<file path="config.mk">
export PLATFORM = sky130hd
export DESIGN_NAME = fifo_drain_ctrl
export DESIGN_NICKNAME = d
export VERILOG_FILES = /design/src/rtl/fifo_pkg.sv /design/src/rtl/word_serializer.sv /design/src/rtl/fifo_drain_ctrl.sv
export SDC_FILE = /design/constraint.sdc
export NUM_CORES = 1
export LEC_CHECK = 0
export ABC_AREA = 1
export CORE_MARGIN = 2
export CORE_UTILIZATION = 55
export DETAILED_ROUTE_END_ITERATION = 8
export HOLD_SLACK_MARGIN = 0.02
export PLACE_DENSITY = 0.85
export REMOVE_ABC_BUFFERS = 1
export SLEW_MARGIN = 20
export SYNTH_ARGS = -nofsm -noshare
export SYNTH_HDL_FRONTEND = slang
export SYNTH_HIERARCHICAL = 1
export SYNTH_SLANG_ARGS = --single-unit
</file>
<file path="constraint.sdc">
create_clock -name clk -period 3.6 [get_ports clk]
set_clock_uncertainty 0.05 [all_clocks]
set_input_delay 0.72 -clock clk [delete_from_list [all_inputs] [get_ports clk]]
set_output_delay 0.72 -clock clk [all_outputs]
set_load 0.05 [all_outputs]
</file>
<file path="src/rtl/fifo_pkg.sv">
// Shared definitions for the FIFO drain controller: FSM encoding and
// the word-to-byte geometry used by the serializer.
package fifo_pkg;

  typedef enum logic [1:0] {
    ST_IDLE = 2'd0,
    ST_POP  = 2'd1,
    ST_LOAD = 2'd2,
    ST_SEND = 2'd3
  } state_t;

  localparam int BYTE_W = 8;

  // Number of bytes carried by one FIFO word.
  function automatic int bytes_per_word(input int data_w);
    return data_w / BYTE_W;
  endfunction

endpackage

</file>
<file path="src/rtl/word_serializer.sv">
// Holds one FIFO word and presents it one byte at a time, most-significant
// byte first. The byte index tells the controller when the last byte is up.
module word_serializer
  import fifo_pkg::*;
#(
  parameter int DATA_W = 32
) (
  input  logic              clk,
  input  logic              rst,
  input  logic              load,
  input  logic              advance,
  input  logic [DATA_W-1:0] word_in,
  output logic [7:0]        byte_out,
  output logic              last_byte
);

  localparam int BPW   = bytes_per_word(DATA_W);
  localparam int IDX_W = (BPW > 1) ? $clog2(BPW) : 1;

  logic [DATA_W-1:0] shift_reg;
  logic [IDX_W-1:0]  idx;

  // Load a fresh word, or shift the next byte into the top position.
  always_ff @(posedge clk or posedge rst) begin
    if (rst) begin
      shift_reg <= '0;
      idx       <= '0;
    end else if (load) begin
      shift_reg <= word_in;
      idx       <= '0;
    end else if (advance) begin
      shift_reg <= shift_reg << BYTE_W;
      idx       <= idx + IDX_W'(1);
    end
  end

  assign byte_out  = shift_reg[DATA_W-1 -: 8];
  assign last_byte = (idx == IDX_W'(BPW - 1));

endmodule

</file>
<file path="src/rtl/fifo_drain_ctrl.sv">
// Drains a FIFO in bursts onto a byte-wide valid/ready link. A burst starts
// on an occupancy threshold or after an idle timeout and moves at most the
// number of words that were present when it started.
//
// Handshake: a byte transfers on a rising edge where tx_valid && tx_ready;
// while tx_valid is high and tx_ready low, tx_valid and tx_data hold.
module fifo_drain_ctrl
  import fifo_pkg::*;
#(
  parameter int DATA_W = 32,
  parameter int CNT_W  = 6,
  parameter int TMO_W  = 16
) (
  input  logic              clk,
  input  logic              rst,
  input  logic              enable,
  input  logic [CNT_W-1:0]  burst_thr,
  input  logic [TMO_W-1:0]  timeout,
  input  logic              fifo_empty,
  input  logic [CNT_W-1:0]  fifo_counter,
  output logic              fifo_rd_en,
  input  logic [DATA_W-1:0] fifo_data,
  output logic [7:0]        tx_data,
  output logic              tx_valid,
  input  logic              tx_ready,
  output logic              busy,
  output logic [15:0]       words_sent,
  output logic [1:0]        state_dbg
);

  state_t             state, state_nxt;
  logic [CNT_W-1:0]   burst_rem;
  logic [CNT_W-1:0]   rem_dec;
  logic [TMO_W-1:0]   idle_tmr;
  logic               trigger;
  logic               accept;
  logic               last_byte;
  logic               word_done;

  assign trigger = enable && !fifo_empty &&
                   (((burst_thr != '0) && (fifo_counter >= burst_thr)) ||
                    ((timeout != '0) && (idle_tmr >= timeout)));

  assign accept    = tx_valid && tx_ready;
  assign word_done = accept && last_byte;
  assign rem_dec   = burst_rem - CNT_W'(1);

  assign fifo_rd_en = (state == ST_POP);
  assign tx_valid   = (state == ST_SEND);
  assign busy       = (state != ST_IDLE);
  assign state_dbg  = state;

  // State register.
  always_ff @(posedge clk or posedge rst) begin
    if (rst) state <= ST_IDLE;
    else     state <= state_nxt;
  end

  // Next-state decode: pop, wait one cycle for read data, then serialize.
  always_comb begin
    state_nxt = state;
    case (state)
      ST_IDLE: if (trigger) state_nxt = ST_POP;
      ST_POP:  state_nxt = ST_LOAD;
      ST_LOAD: state_nxt = ST_SEND;
      ST_SEND: begin
        if (word_done) begin
          if ((rem_dec != '0) && !fifo_empty && enable) state_nxt = ST_POP;
          else                                           state_nxt = ST_IDLE;
        end
      end
      default: state_nxt = ST_IDLE;
    endcase
  end

  // Burst length is frozen at start so later writes cannot extend it.
  always_ff @(posedge clk or posedge rst) begin
    if (rst)                                burst_rem <= '0;
    else if ((state == ST_IDLE) && trigger) burst_rem <= fifo_counter;
    else if (word_done)                     burst_rem <= rem_dec;
  end

  // Idle timer: counts non-empty idle cycles, saturating.
  always_ff @(posedge clk or posedge rst) begin
    if (rst)                                             idle_tmr <= '0;
    else if ((state != ST_IDLE) || fifo_empty || trigger) idle_tmr <= '0;
    else if (idle_tmr != '1)                             idle_tmr <= idle_tmr + TMO_W'(1);
  end

  // Completed-word counter, wraps naturally.
  always_ff @(posedge clk or posedge rst) begin
    if (rst)            words_sent <= '0;
    else if (word_done) words_sent <= words_sent + 16'd1;
  end

  word_serializer #(.DATA_W(DATA_W)) u_ser (
    .clk       (clk),
    .rst       (rst),
    .load      (state == ST_LOAD),
    .advance   (accept),
    .word_in   (fifo_data),
    .byte_out  (tx_data),
    .last_byte (last_byte)
  );

endmodule

</file>
# --- Yosys cells after proc, flatten, opt, wreduce, memory -nomap -nowiden ---
# Cells that the tools add are included.
totals:
  reg_bits: 74
  inputBits: 65
  output_inout_bits: 29
  elab_cells: 53
op_classes:
  addsub: 4
  n_lt_le_gt_ge: 2
  n_eq_ne: 7
  n_mux: 12
  n_reduce_logical: 22
ops:
  columns: ["cell", "n"]
  rows:
  - ["$mux 32", 2]
  - ["$add 16x1->16 const B", 2]
  - ["$mux 16", 2]
  - ["$ge 16x16->1", 1]
  - ["$ne 16x16->1 const B", 1]
  - ["$reduce_bool 16->1", 1]
  - ["$mux 6", 2]
  - ["$reduce_bool 6->1", 2]
  - ["$logic_and 1x1->1", 9]
  - ["$mux 2", 4]
  - ["$pmux 2 s4", 1]
  - ["$reduce_bool 2->1", 4]
  - ["$eq 2x2->1 const B", 3]
  - ["$ge 6x6->1", 1]
  - ["$sub 6x1->6 const B", 1]
  - ["$logic_or 1x1->1", 3]
  - ["$add 2x1->2 const B", 1]
  - ["$eq 2x1->1 const B", 1]
  - ["$logic_not 2->1", 1]
  - ["$ne 2x1->1 const B", 1]
  - ["$ne 2x2->1 const B", 1]
  - ["$reduce_and 2->1", 1]
  - ["$logic_not 1->1", 1]
  - ["$mux 1", 1]

# --- Depth between registers and ports, before layout ---
# Gate-level depths: netlist (run 1).
depth:
  ltp_word: 7
  mapped_depth: 18
  depth_no_buf: 18

# --- Modules after synthesis ---
# Netlist (run 1), hierarchy kept.
by_module_without_submodules:
  columns: ["mod", "n_inst", "cells_per_inst", "area_per_inst_um2", "seq_area_each_um2"]
  rows:
  - ["fifo_drain_ctrl", 1, 376, 2886.5, 1001.0]
  - ["word_serializer", 1, 184, 1586.5, 850.8]

# --- Least setup slack after synthesis (run 1) ---
# Ideal clock, no wire load.
synth_path:
  path_kind: "register -> register"
  startpoint: "register state[1], in the netlist state_dbg[1]"
  endpoint: "register words_sent[14]"
  setup_ns: 0.141
  arrival_time_ns: 2.387
  setup_slack_ns: 1.022
  stages_incl_launch_ff: 12
  path_cell_list: "dfrtp_1 -> ha_1 -> nand2_1 -> inv_2 -> nand2_4 -> nor2_4 -> nand3_2 -> nor2_2 -> nand3_2 -> nor2_2 -> nand3_1 -> xnor2_1"
synth_between:
  elab_chain_len: 3
synth_lines:
  columns: ["item", "line", "text"]
  rows:
  - ["start: declaration", "fifo_drain_ctrl.sv:31", "state_t state, state_nxt;"]
  - ["start signal: assignment", "fifo_drain_ctrl.sv:56", "else state <= state_nxt;"]
  - ["$eq 2x2->1", "fifo_drain_ctrl.sv:49", "assign tx_valid = (state == ST_SEND);"]
  - ["named net tx_valid", "fifo_drain_ctrl.sv:24", "output logic tx_valid,"]
  - ["$logic_and 1x1->1", "fifo_drain_ctrl.sv:44", "assign accept = tx_valid && tx_ready;"]
  - ["named net accept", "fifo_drain_ctrl.sv:36", "logic accept;"]
  - ["$logic_and 1x1->1", "fifo_drain_ctrl.sv:45", "assign word_done = accept && last_byte;"]
  - ["end signal: assignment", "fifo_drain_ctrl.sv:93", "else if (word_done) words_sent <= words_sent + 16'd1;"]
  - ["end: declaration", "fifo_drain_ctrl.sv:27", "output logic [15:0] words_sent,"]
# The timed path passes the listed nets, and every way through them passes these cells.
# A chain may end at the register's enable or synchronous reset.

# --- Final worst setup path (run 1) ---
layout_path:
  startpoint: "register state[0], in the netlist state_dbg[0]"
  endpoint: "output busy"
layout_between:
  elab_chain_len: 1
layout_lines:
  columns: ["item", "line", "text"]
  rows:
  - ["$reduce_bool 2->1", "fifo_drain_ctrl.sv:50", "assign busy = (state != ST_IDLE);"]
  - ["end: declaration", "fifo_drain_ctrl.sv:26", "output logic busy,"]
# Every way passes these cells.

==> results of run 1 <==
-- worst register-to-register path: stages, from the launching register on --
cell and delay, ns:
dfrtp_1 0.48, ha_1 0.34, nand2_1 0.06, inv_1 0.05
nand2_1 0.07, nor2_1 0.10, nor2_1 0.04, nand2_1 0.06
nand2_1 0.05, nand2_1 0.07, nand2_1 0.08, nand2_2 0.13
nand3_1 0.31, nand3_1 0.18, nand3_1 0.09
-- area by class of cell --
type                            count  area, sq um  share of cell area, %
Tap cell                          102          128                   2.28
Multi-Input combinational cell    395         2190                   39.0
Inverter                           67          253                   4.51
Sequential cell                    74         1850                   33.0
Clock buffer                       10          128                   2.28
Timing Repair Buffer               98          968                   17.3
Clock inverter                      6         90.1                   1.61
-- Yosys cell counts (2+ instances only) --
master and instances:
inv_1 61, buf_4 10, o22ai_1 2, a21oi_1 12, nand2_1 153, nand3_1 82, nor2_1 38, nor4_1 4
xnor2_1 13, ha_1 31, xor2_1 10, nand2_4 2, nor2_2 4, buf_2 7, nand3_2 4, nor3_1 9
buf_6 6, nand2_2 2, dfrtp_1 74, o21ai_0 8, inv_2 5, nor2_4 2, nand4_1 11
-- stage by stage --
| step | hold slack (ns) | total power, uW |
|---|---|---|
| after global placement | 0.404 | 2540 |
| after global routing | 0.441 | 3520 |
| after floorplan | 0.393 | 2150 |
| after detailed placement | 0.407 | 2600 |
| after CTS | 0.421 | 3320 |
| final | 0.419 | 3300 |
-- where the power goes --
| part | switching [uW] | total [uW] | internal (uW) |
|---|---|---|---|
| clock | 311 | 703 | 393 |
| sequential | 175 | 1240 | 1070 |
| combinational | 870 | 1360 | 485 |
| total | 1360 | 3300 | 1940 |
-- placed cells by master (no fill, tap or decap) --
| cell | Yosys | routed |
|---|---|---|
| nand2_1 | 153 | 153 |
| o21a_1 | 1 | 1 |
| nor3_1 | 9 | 9 |
| nor2_1 | 38 | 38 |
| xnor2_1 | 13 | 13 |
| o21ai_0 | 8 | 8 |
| nand4_1 | 11 | 11 |
| buf_4 | 10 | 5 |
| clkbuf_1 | 0 | 1 |
| inv_1 | 61 | 61 |
| nor3_4 | 1 | 1 |
| nand3_4 | 1 | 1 |
| nand3_1 | 82 | 82 |
| inv_6 | 0 | 1 |
| a31o_2 | 1 | 1 |
| nand2_2 | 2 | 2 |
| bufinv_16 | 0 | 2 |
| nor3_2 | 1 | 1 |
| o22ai_1 | 2 | 2 |
| inv_2 | 5 | 5 |
| nor2_2 | 4 | 4 |
| clkinvlp_4 | 0 | 1 |
| mux2i_1 | 1 | 1 |
| clkdlybuf4s50_1 | 0 | 93 |
| clkinv_4 | 0 | 1 |
| a21oi_1 | 12 | 12 |
| clkbuf_8 | 0 | 9 |
| clkinv_2 | 1 | 2 |
| nand2_4 | 2 | 2 |
| dfrtp_1 | 74 | 74 |
| nor2_8 | 1 | 1 |
| nor4_1 | 4 | 4 |
| and3_1 | 1 | 1 |
| nor2_4 | 2 | 2 |
| xor2_1 | 10 | 10 |
| nand3_2 | 4 | 4 |
| ha_1 | 31 | 31 |
-- kinds of logic after synthesis --
| logic type | share of synthesized area (%) |
|---|---|
| multiplexers | 0.224 |
| AO/OA/AOI/OAI | 2.88 |
| adder cells (fa/ha/maj) | 8.67 |
| XOR/XNOR | 4.50 |
| flip-flops | 41.4 |
| buffers and inverters | 9.71 |
| AND/OR/NAND/NOR | 32.6 |
-- layer usage --
layer | vias to the layer above | part of all wire [%] | global-route usage [%]
met5 | - | 0 | 0
met4 | 0 | 2.0 | 9.54
met3 | 24 | 4.7 | 3.53
met2 | 122 | 52 | 43.2
met1 | 1874 | 41 | 27.5
li1 | 1964 | - | -
-- worst paths after layout --
kind | cells after the start | start | endpoint
hold reg to reg | 1 | words_sent[15] | words_sent[15]
hold / removal | 1 | words_sent[15] | words_sent[15]
setup reg to reg | 14 | idle_tmr[5] | burst_rem[4]
min in group asynchronous | 3 | rst | u_ser/shift_reg[25]
setup / recovery | 4 | state_dbg[0] | busy
max in group asynchronous | 3 | rst | burst_rem[3]
==> impl_metrics.ini, run 1 <==
[layout]
fillerInstances = 611
final_util_pct = 71.8
final_layout_size_suffix_gt1_share_pct = 6.92
final_cell_count_no_fill = 752
largest_register_ffs = 32
stdcell_area_sq_mm = 0.00561
diodes = 0
areaGrowthSynthToFinish_pct = 25.3
fin_nets = 741

[sta]
period_share_pct = 80.5
rsz0062_at_grt = false
tightestPinTransition_ns = 0.828
final-setup-viol-count = 0
setup_tns_ns = 0
slew_viol_final = 0
clock.fmax_mhz = 345
finalCriticalPeriod_ns = 2.90
relSlewSlack_pct = 44.7
hold_viol = 0
worst_slack_ns = 0.702

[route]
firstDrtPassIters = 5
totalWireLength_um = 10100
wl_per_cell_um = 13.4
ant_nets = 0
via_per_inst = 5.30
drcViolationCount = 0
vias = 3984
drtIter0Drc = 226

[critical_path]
crit_type = flip-flop to output pin
slowest_delay_ns = 0.81
crit_slowest_cell = clkdlybuf4s50_1
critPathCaptureType = output pin
path_buf_inv = 3
start_kind = flip-flop
path_common_cell = inv_1
crit_path_cell_trace = inv_1 -> ha_1 -> inv_1 -> clkdlybuf4s50_1
cp_top_family = buffers and inverters
cp.arrival_ns = 2.13
crit_fanout = 9
cp.required_ns = 2.83
reg2reg_slack_ns = 1.33

[cts]
cts_setup_buffers = 0
tritoncts = done
cts_buffers = 9
clkLatencyLatePin_ns = 0.35
cts_sinks = 74
cts_root_buffer = clkbuf_8
cts_buffer_depth = 2
cts_resized = 0
hold_buffers = 0
cts.clk_slew.worst_paths_ns = 0.07
ctsHtreeMaxLevel = 3

[global_route]
grt_first_pass_wirelength_um = 16800
grt_max_degree = 35
grt_overflow = 0
grt_antenna_before_repair = 0
grt_usage_pct = 23.6
grt_pass1_vias = 3933

[floorplanning]
die_y_um = 94.2
die_width_um = 94.2
num_rows = 32
dieArea_sq_mm = 0.00887
ios = 94
coreArea_sq_mm = 0.00781
start_util_pct = 57.3

[status]
status = finished clean

[placement]
hpwl_um = 7580
placement.cell_area_sq_mm = 0.00539
io_buffers = 93
placed_cells = 736
dpl_worst_slack_ns = 0.552
gp_congestion = 0.855

[logic_synthesis]
ys.flop_type = dfrtp_1
syn_area_sq_mm = 0.00447
seq_area_frac_synth_pct = 41.4
async_reset_ff_share_pct = 100
yosys_register_bits = 74
ys_top_cells_by_area = dfrtp_1 (41%), nand2_1 (13%), nand3_1 (9.2%)
ys_warn_count = 6
synth_top_cell_by_area = dfrtp_1
synth_top_area_share_pct = 41.4
yosysUniqueCellTypes = 33
synthCells = 560
avgSynthCellArea_sq_um = 7.99
synth_edf_count = 0

[run]
drv_cap = 0

[power_and_ir_drop]
ir_worst_vdd_mv = 0.483
p_leak_uw = 0.00278
power_density_mw_per_mm2 = 589

[min_path]
hold_path_class = flip-flop to flip-flop
No activity file was read; power rests on OpenSTA's default activity.
==> run 2: changes to the inputs <==
--- a/config.mk
+++ b/config.mk
@@ -7,10 +7,10 @@
 export LEC_CHECK = 0
 export ABC_AREA = 1
 export CORE_MARGIN = 2
-export CORE_UTILIZATION = 55
+export CORE_UTILIZATION = 47
 export DETAILED_ROUTE_END_ITERATION = 8
 export HOLD_SLACK_MARGIN = 0.02
-export PLACE_DENSITY = 0.85
+export PLACE_DENSITY = 0.77
 export REMOVE_ABC_BUFFERS = 1
 export SLEW_MARGIN = 20
 export SYNTH_ARGS = -nofsm -noshare
==> constraint.sdc (replaced) <==
create_clock -name clk -period 2.35 [get_ports clk]
set_clock_uncertainty 0.05 [all_clocks]
set_input_delay 0.47 -clock clk [delete_from_list [all_inputs] [get_ports clk]]
set_output_delay 0.47 -clock clk [all_outputs]
set_load 0.05 [all_outputs]
==> run 2 against run 1 <==
- utilization shrank 9.8 points
- global-route usage shrank 3.9 points
- register-to-register slack lost 1.1 ns
- clock power grew 45%
- largest cell class unchanged
- flip-flop and latch count is the same
- largest power group unchanged
- critical path depth grew 13
- non-clock buffer count grew 6
- sequential power grew 52%
==> impl_metrics.ini, run 2 (synthesis gave the netlist of run 1 again) <==
[status]
status = finished clean

[cts]
cts_buffer_depth = 2
tritoncts = done
clkLatencyLatePin_ns = 0.34
cts_root_buffer = clkbuf_8
cts_buffers = 9
ctsHtreeMaxLevel = 3
cts_sinks = 74
hold_buffers = 0
cts_setup_buffers = 0
cts.clk_slew.worst_paths_ns = 0.09

[sta]
hold_viol = 0
period_share_pct = 95.5
relSlewSlack_pct = 64.4
final-setup-viol-count = 0
slew_viol_final = 0
finalCriticalPeriod_ns = 2.24
holdWs_ns = 0.418
tightestPinTransition_ns = 0.533
rsz0062_at_grt = false
clock.fmax_mhz = 446

[critical_path]
cp.required_ns = 2.57
crit_type = primary input to flip-flop
path_common_cell = nand2_1
cp.arrival_ns = 2.47
start_kind = primary input
crit_path_cell_trace = clkdlybuf4s50_1 -> inv_1 -> ha_1 -> nand2_1 -> inv_2 -> nand2_1 -> nand2_1 -> nor2_1 -> nand2_1 -> nand2_1 -> nand2_1 -> nand2_2 -> nand2_4 -> nand2_2 -> nand3_4 -> clkbuf_16 -> nor2_1
slowest_delay_ns = 0.48
crit_slowest_cell = clkdlybuf4s50_1
crit_fanout = 8
critPathCaptureType = flip-flop

[floorplanning]
ios = 94
die_width_um = 102
die_y_um = 102
dieArea_sq_mm = 0.0103
num_rows = 35
start_util_pct = 48.4
coreArea_sq_mm = 0.00924

[layout]
final_cell_count_no_fill = 785
diodes = 0
fin_nets = 747
final_common_cell = nand2_1
largest_register_ffs = 32
fillerInstances = 804
final_util_pct = 62.0
mostFrequentLayoutCells = nand2_1 (152), clkdlybuf4s50_1 (89), nand3_1 (82), dfrtp_1 (74), inv_1 (61)
final_layout_size_suffix_gt1_share_pct = 8.54
areaGrowthSynthToFinish_pct = 28.1

[route]
firstDrtPassIters = 4
drtIter0Drc = 182
ant_nets = 0
drcViolationCount = 0
totalWireLength_um = 9780
wl_per_cell_um = 12.5
vias = 3911
via_per_inst = 4.98

[run]
drv_cap = 0

[global_route]
grt_first_pass_wirelength_um = 16600
grt_antenna_before_repair = 0
grt_max_degree = 41
grt_usage_pct = 19.7
grt_overflow = 0
grt_pass1_vias = 3847

[min_path]
hold_path_class = flip-flop to flip-flop

[placement]
gp_congestion = 0.953
placed_cells = 768
io_buffers = 93
hpwl_um = 7390

[power_and_ir_drop]
ir_worst_vdd_mv = 0.763
power_density_mw_per_mm2 = 882
p_leak_uw = 0.00283
==> run 2: cell types whose count changed in the layout (fill, tap and decap cells not counted), sizes merged <==
cell,before,now
buf,5,13
clkbuf,10,11
bufinv,2,1
dlymetal6s2s,0,1
clkdlybuf4s50,93,89
inv,67,68
==> run 2: timing repair <==
action | 4_1_cts | 5_1_grt
hold endpoints to repair | 0 | 0
endpoints found under the setup margin | 0 | 2
gates resized for setup | 0 | 4
==> run 2: layout make-up <==
type	count	area, sq um	share of cell area (%)
Multi-Input combinational cell	395	2200	38.4
Sequential cell	74	1850	32.3
Timing Repair Buffer	104	1050	18.3
Inverter	67	253	4.41
Tap cell	129	161	2.82
Clock buffer	10	138	2.40
Clock inverter	6	72.6	1.27
==> run 2: power breakdown <==
part           internal (uW)  total (uW)  switching (uW)
logic                    802        2140            1340
registers               1630        1880             249
clock network            530        1020             493
total                   2970        5050            2090
==> run 2: final timing paths <==
kind                                 from                   to  slack (ns)  cells after the start
max                            timeout[7]         idle_tmr[10]        0.11                     17
min reg2reg                words_sent[15]       words_sent[15]        0.42                      1
min in group asynchronous             rst  u_ser/shift_reg[24]        0.50                      3
min                        words_sent[15]       words_sent[15]        0.42                      1
max reg2reg                   idle_tmr[5]         idle_tmr[10]        0.27                     15
max in group asynchronous             rst         burst_rem[1]        1.35                      3
==> run 2: worst max-delay path: cells and delay by family <==
family        cells  cell delay, ns
buf+inv           4            0.76
simple gates     12            0.94
fa+ha+maj         1            0.30
==> run 2: stage by stage <==
stage          setup slack (ns)  instance area (sq um)  setup TNS (ns)  total power, uW
2_1_floorplan            -0.643                   4290           -4.63             3300
3_3_place_gp             -0.186                   5480           -3.42             3950
3_5_place_dp             -0.227                   5480           -4.64             4040
4_1_cts                   0.140                   5690               0             5070
5_1_grt                  0.0138                   5730               0             5440
6_report                  0.106                   5730               0             5050
==> run 2: metal layers <==
layer,GRT usage [%],share of wire [%]
met1,24.4,44
met3,2.90,4.1
met2,34.4,51
met4,8.00,1.1
met5,0,0
==> run 3: changes to the inputs <==
--- a/config.mk
+++ b/config.mk
@@ -7,10 +7,11 @@
 export LEC_CHECK = 0
 export ABC_AREA = 1
 export CORE_MARGIN = 2
-export CORE_UTILIZATION = 47
+export CORE_UTILIZATION = 48
+export CTS_BUF_LIST = sky130_fd_sc_hd__clkbuf_8
 export DETAILED_ROUTE_END_ITERATION = 8
 export HOLD_SLACK_MARGIN = 0.02
-export PLACE_DENSITY = 0.77
+export PLACE_DENSITY = 0.79
 export REMOVE_ABC_BUFFERS = 1
 export SLEW_MARGIN = 20
 export SYNTH_ARGS = -nofsm -noshare
==> run 3 against run 2 <==
- global-route usage increased by 0.32 points
- critical path depth unchanged
- register-to-register slack got worse by 0.03 ns
- utilization increased by 2.2 points
- combinational power about the same
- non-clock buffer count increased by 2
- sequential power about the same
- wire length increased by 0.13%
- setup slack improved by 0.0012 ns
- critical path type unchanged
- largest cell class unchanged
- largest power group unchanged
==> impl_metrics.ini, run 3 (synthesis gave the netlist of run 1 again) <==
[status]
status = finished clean

[sta]
finalCriticalPeriod_ns = 2.24
clock.fmax_mhz = 446
period_share_pct = 95.4
relSlewSlack_pct = 52.4
final-setup-viol-count = 0
hold_viol = 0
slew_viol_final = 0
holdWs_ns = 0.415
tightestPinTransition_ns = 0.712

[cts]
cts.clk_slew.worst_paths_ns = 0.08
cts_buffer_depth = 2
hold_buffers = 0
ctsHtreeMaxLevel = 3
tritoncts = done
cts_setup_buffers = 0
cts_sinks = 74
cts_buffers = 9
clkLatencyLatePin_ns = 0.33
cts_root_buffer = clkbuf_8

[layout]
mostFrequentLayoutCells = nand2_1 (150), clkdlybuf4s50_1 (87), nand3_1 (81), dfrtp_1 (74), inv_1 (61)
register_area_sq_mm = 0.00185
stdcell_area_sq_mm = 0.00588
fin_nets = 749
largest_register_ffs = 32
diodes = 0
multi_input_area_sq_mm = 0.00229
fillerInstances = 741
final_common_cell = nand2_1
areaGrowthSynthToFinish_pct = 31.4
final_layout_size_suffix_gt1_share_pct = 10.0

[floorplanning]
die_width_um = 101
coreArea_sq_mm = 0.00915
start_util_pct = 48.9
num_rows = 35
ios = 94
dieArea_sq_mm = 0.0101
die_y_um = 101

[min_path]
hold_path_class = flip-flop to flip-flop
min_from = words_sent[15]
whs_endpoint = words_sent[15]
worst_hold_path.num_cells = 1

[route]
via_per_inst = 5.12
drtIter0Drc = 256
drcViolationCount = 0
totalWireLength_um = 9790
vias = 3935
ant_nets = 0
firstDrtPassIters = 8
wl_per_cell_um = 12.7

[critical_path]
start_kind = primary input
crit_type = primary input to flip-flop
cp.arrival_ns = 2.41
r2r_cells = 15
reg2reg_from = idle_tmr[4]
cp.required_ns = 2.51
crit_fanout = 7
reg2reg_slack_ns = 0.24
r2r_end = idle_tmr[15]
critPathCaptureType = flip-flop

[global_route]
grt_first_pass_wirelength_um = 16700
met2_usage_pct = 35.6
grt_usage_pct = 20.0
grt_overflow = 0
use_met3_pct = 3.05
grt_use_met1_pct = 24.2
grt_max_degree = 41
grt_antenna_before_repair = 0
grt_pass1_vias = 3982
busiest_layer = met2

[power_and_ir_drop]
p_leak_uw = 0.00291
total_power_uw = 5350
ir_worst_vdd_mv = 0.786
power_density_mw_per_mm2 = 911

[placement]
io_buffers = 93
hpwl_um = 7190
gp_congestion = 0.924
placement.cell_area_sq_mm = 0.00546

[run]
drv_cap = 0
-- run 3: changes by cell type in the layout (fill, tap and decap cells not counted), moves of 2 or more --
| cell | change |
|---|---|
| nand2_1 | -2 |
| clkinv_4 | -2 |
| bufinv_16 | +3 |
| nand2_4 | +2 |
| a21oi_1 | -2 |
| ha_4 | +3 |
| dlymetal6s2s_1 | +2 |
| ha_1 | -4 |
| inv_6 | -2 |
| a21oi_2 | +2 |
| clkdlybuf4s50_1 | -2 |
-- run 3: final cells by class --
| type | instances | area share (%) |
|---|---|---|
| clock buffer | 10 | 2.34 |
| timing repair buffer | 106 | 18.3 |
| tap | 111 | 2.36 |
| sequential | 74 | 31.5 |
| multi-input combinational | 395 | 39.0 |
| inverter | 67 | 4.30 |
| clock inverter | 6 | 2.19 |
-- run 3: through the flow --
step                std cells  setup TNS, ns  setup slack (ns)  util [%]
floorplan                 536          -4.63            -0.643         -
global placement          751          -4.28            -0.215      59.7
detailed placement        751          -6.28            -0.335      59.7
CTS                       767              0            0.0289      62.6
global route              769        -0.0755           -0.0134      64.2
finish                    769              0             0.107      64.2
-- run 3: worst max path at each step --
| stage | start | slack (ns) | endpoint | cells after the start |
|---|---|---|---|---|
| after floorplan | state_dbg[1] | -0.64 | words_sent[14] | 11 |
| after global placement | timeout[7] | -0.21 | burst_rem[3] | 17 |
| after detailed placement | timeout[7] | -0.34 | burst_rem[5] | 17 |
| after CTS | timeout[7] | 0.03 | burst_rem[5] | 17 |
| after global routing | timeout[5] | -0.01 | burst_rem[3] | 17 |
| final | timeout[5] | 0.11 | burst_rem[5] | 17 |
-- run 3: layer usage --
| layer | part of all wire (%) | up-vias |
|---|---|---|
| li1 | - | 1981 |
| met1 | 43 | 1829 |
| met2 | 52 | 117 |
| met3 | 4.7 | 8 |
| met4 | 0.77 | 0 |
| met5 | 0 | - |
-- run 3: power by group --
| group | switching [uW] | leakage [uW] | internal [uW] |
|---|---|---|---|
| clock | 448 | 0.000138 | 837 |
| sequential | 263 | 0.000967 | 1630 |
| combinational | 1350 | 0.00180 | 815 |
-- run 3: worst max-delay path: stages --
cell and delay (ns):
clkdlybuf4s50_1 0.49, inv_1 0.07, ha_4 0.26, nand2_1 0.05, inv_1 0.05, nand2_1 0.07
nor2_1 0.10, nor2_1 0.05, nand2_1 0.07, nand2_1 0.06, nand2_2 0.08, nand2_4 0.08
nand2_8 0.11, nand3_4 0.08, buf_4 0.18, nand3_1 0.07, nand3_1 0.07
-- run 3: repair_timing --
item	4_1_cts	5_1_grt
pin swaps	0	5
cloned	0	2
gates resized for setup	1	24
setup endpoints to repair	1	24
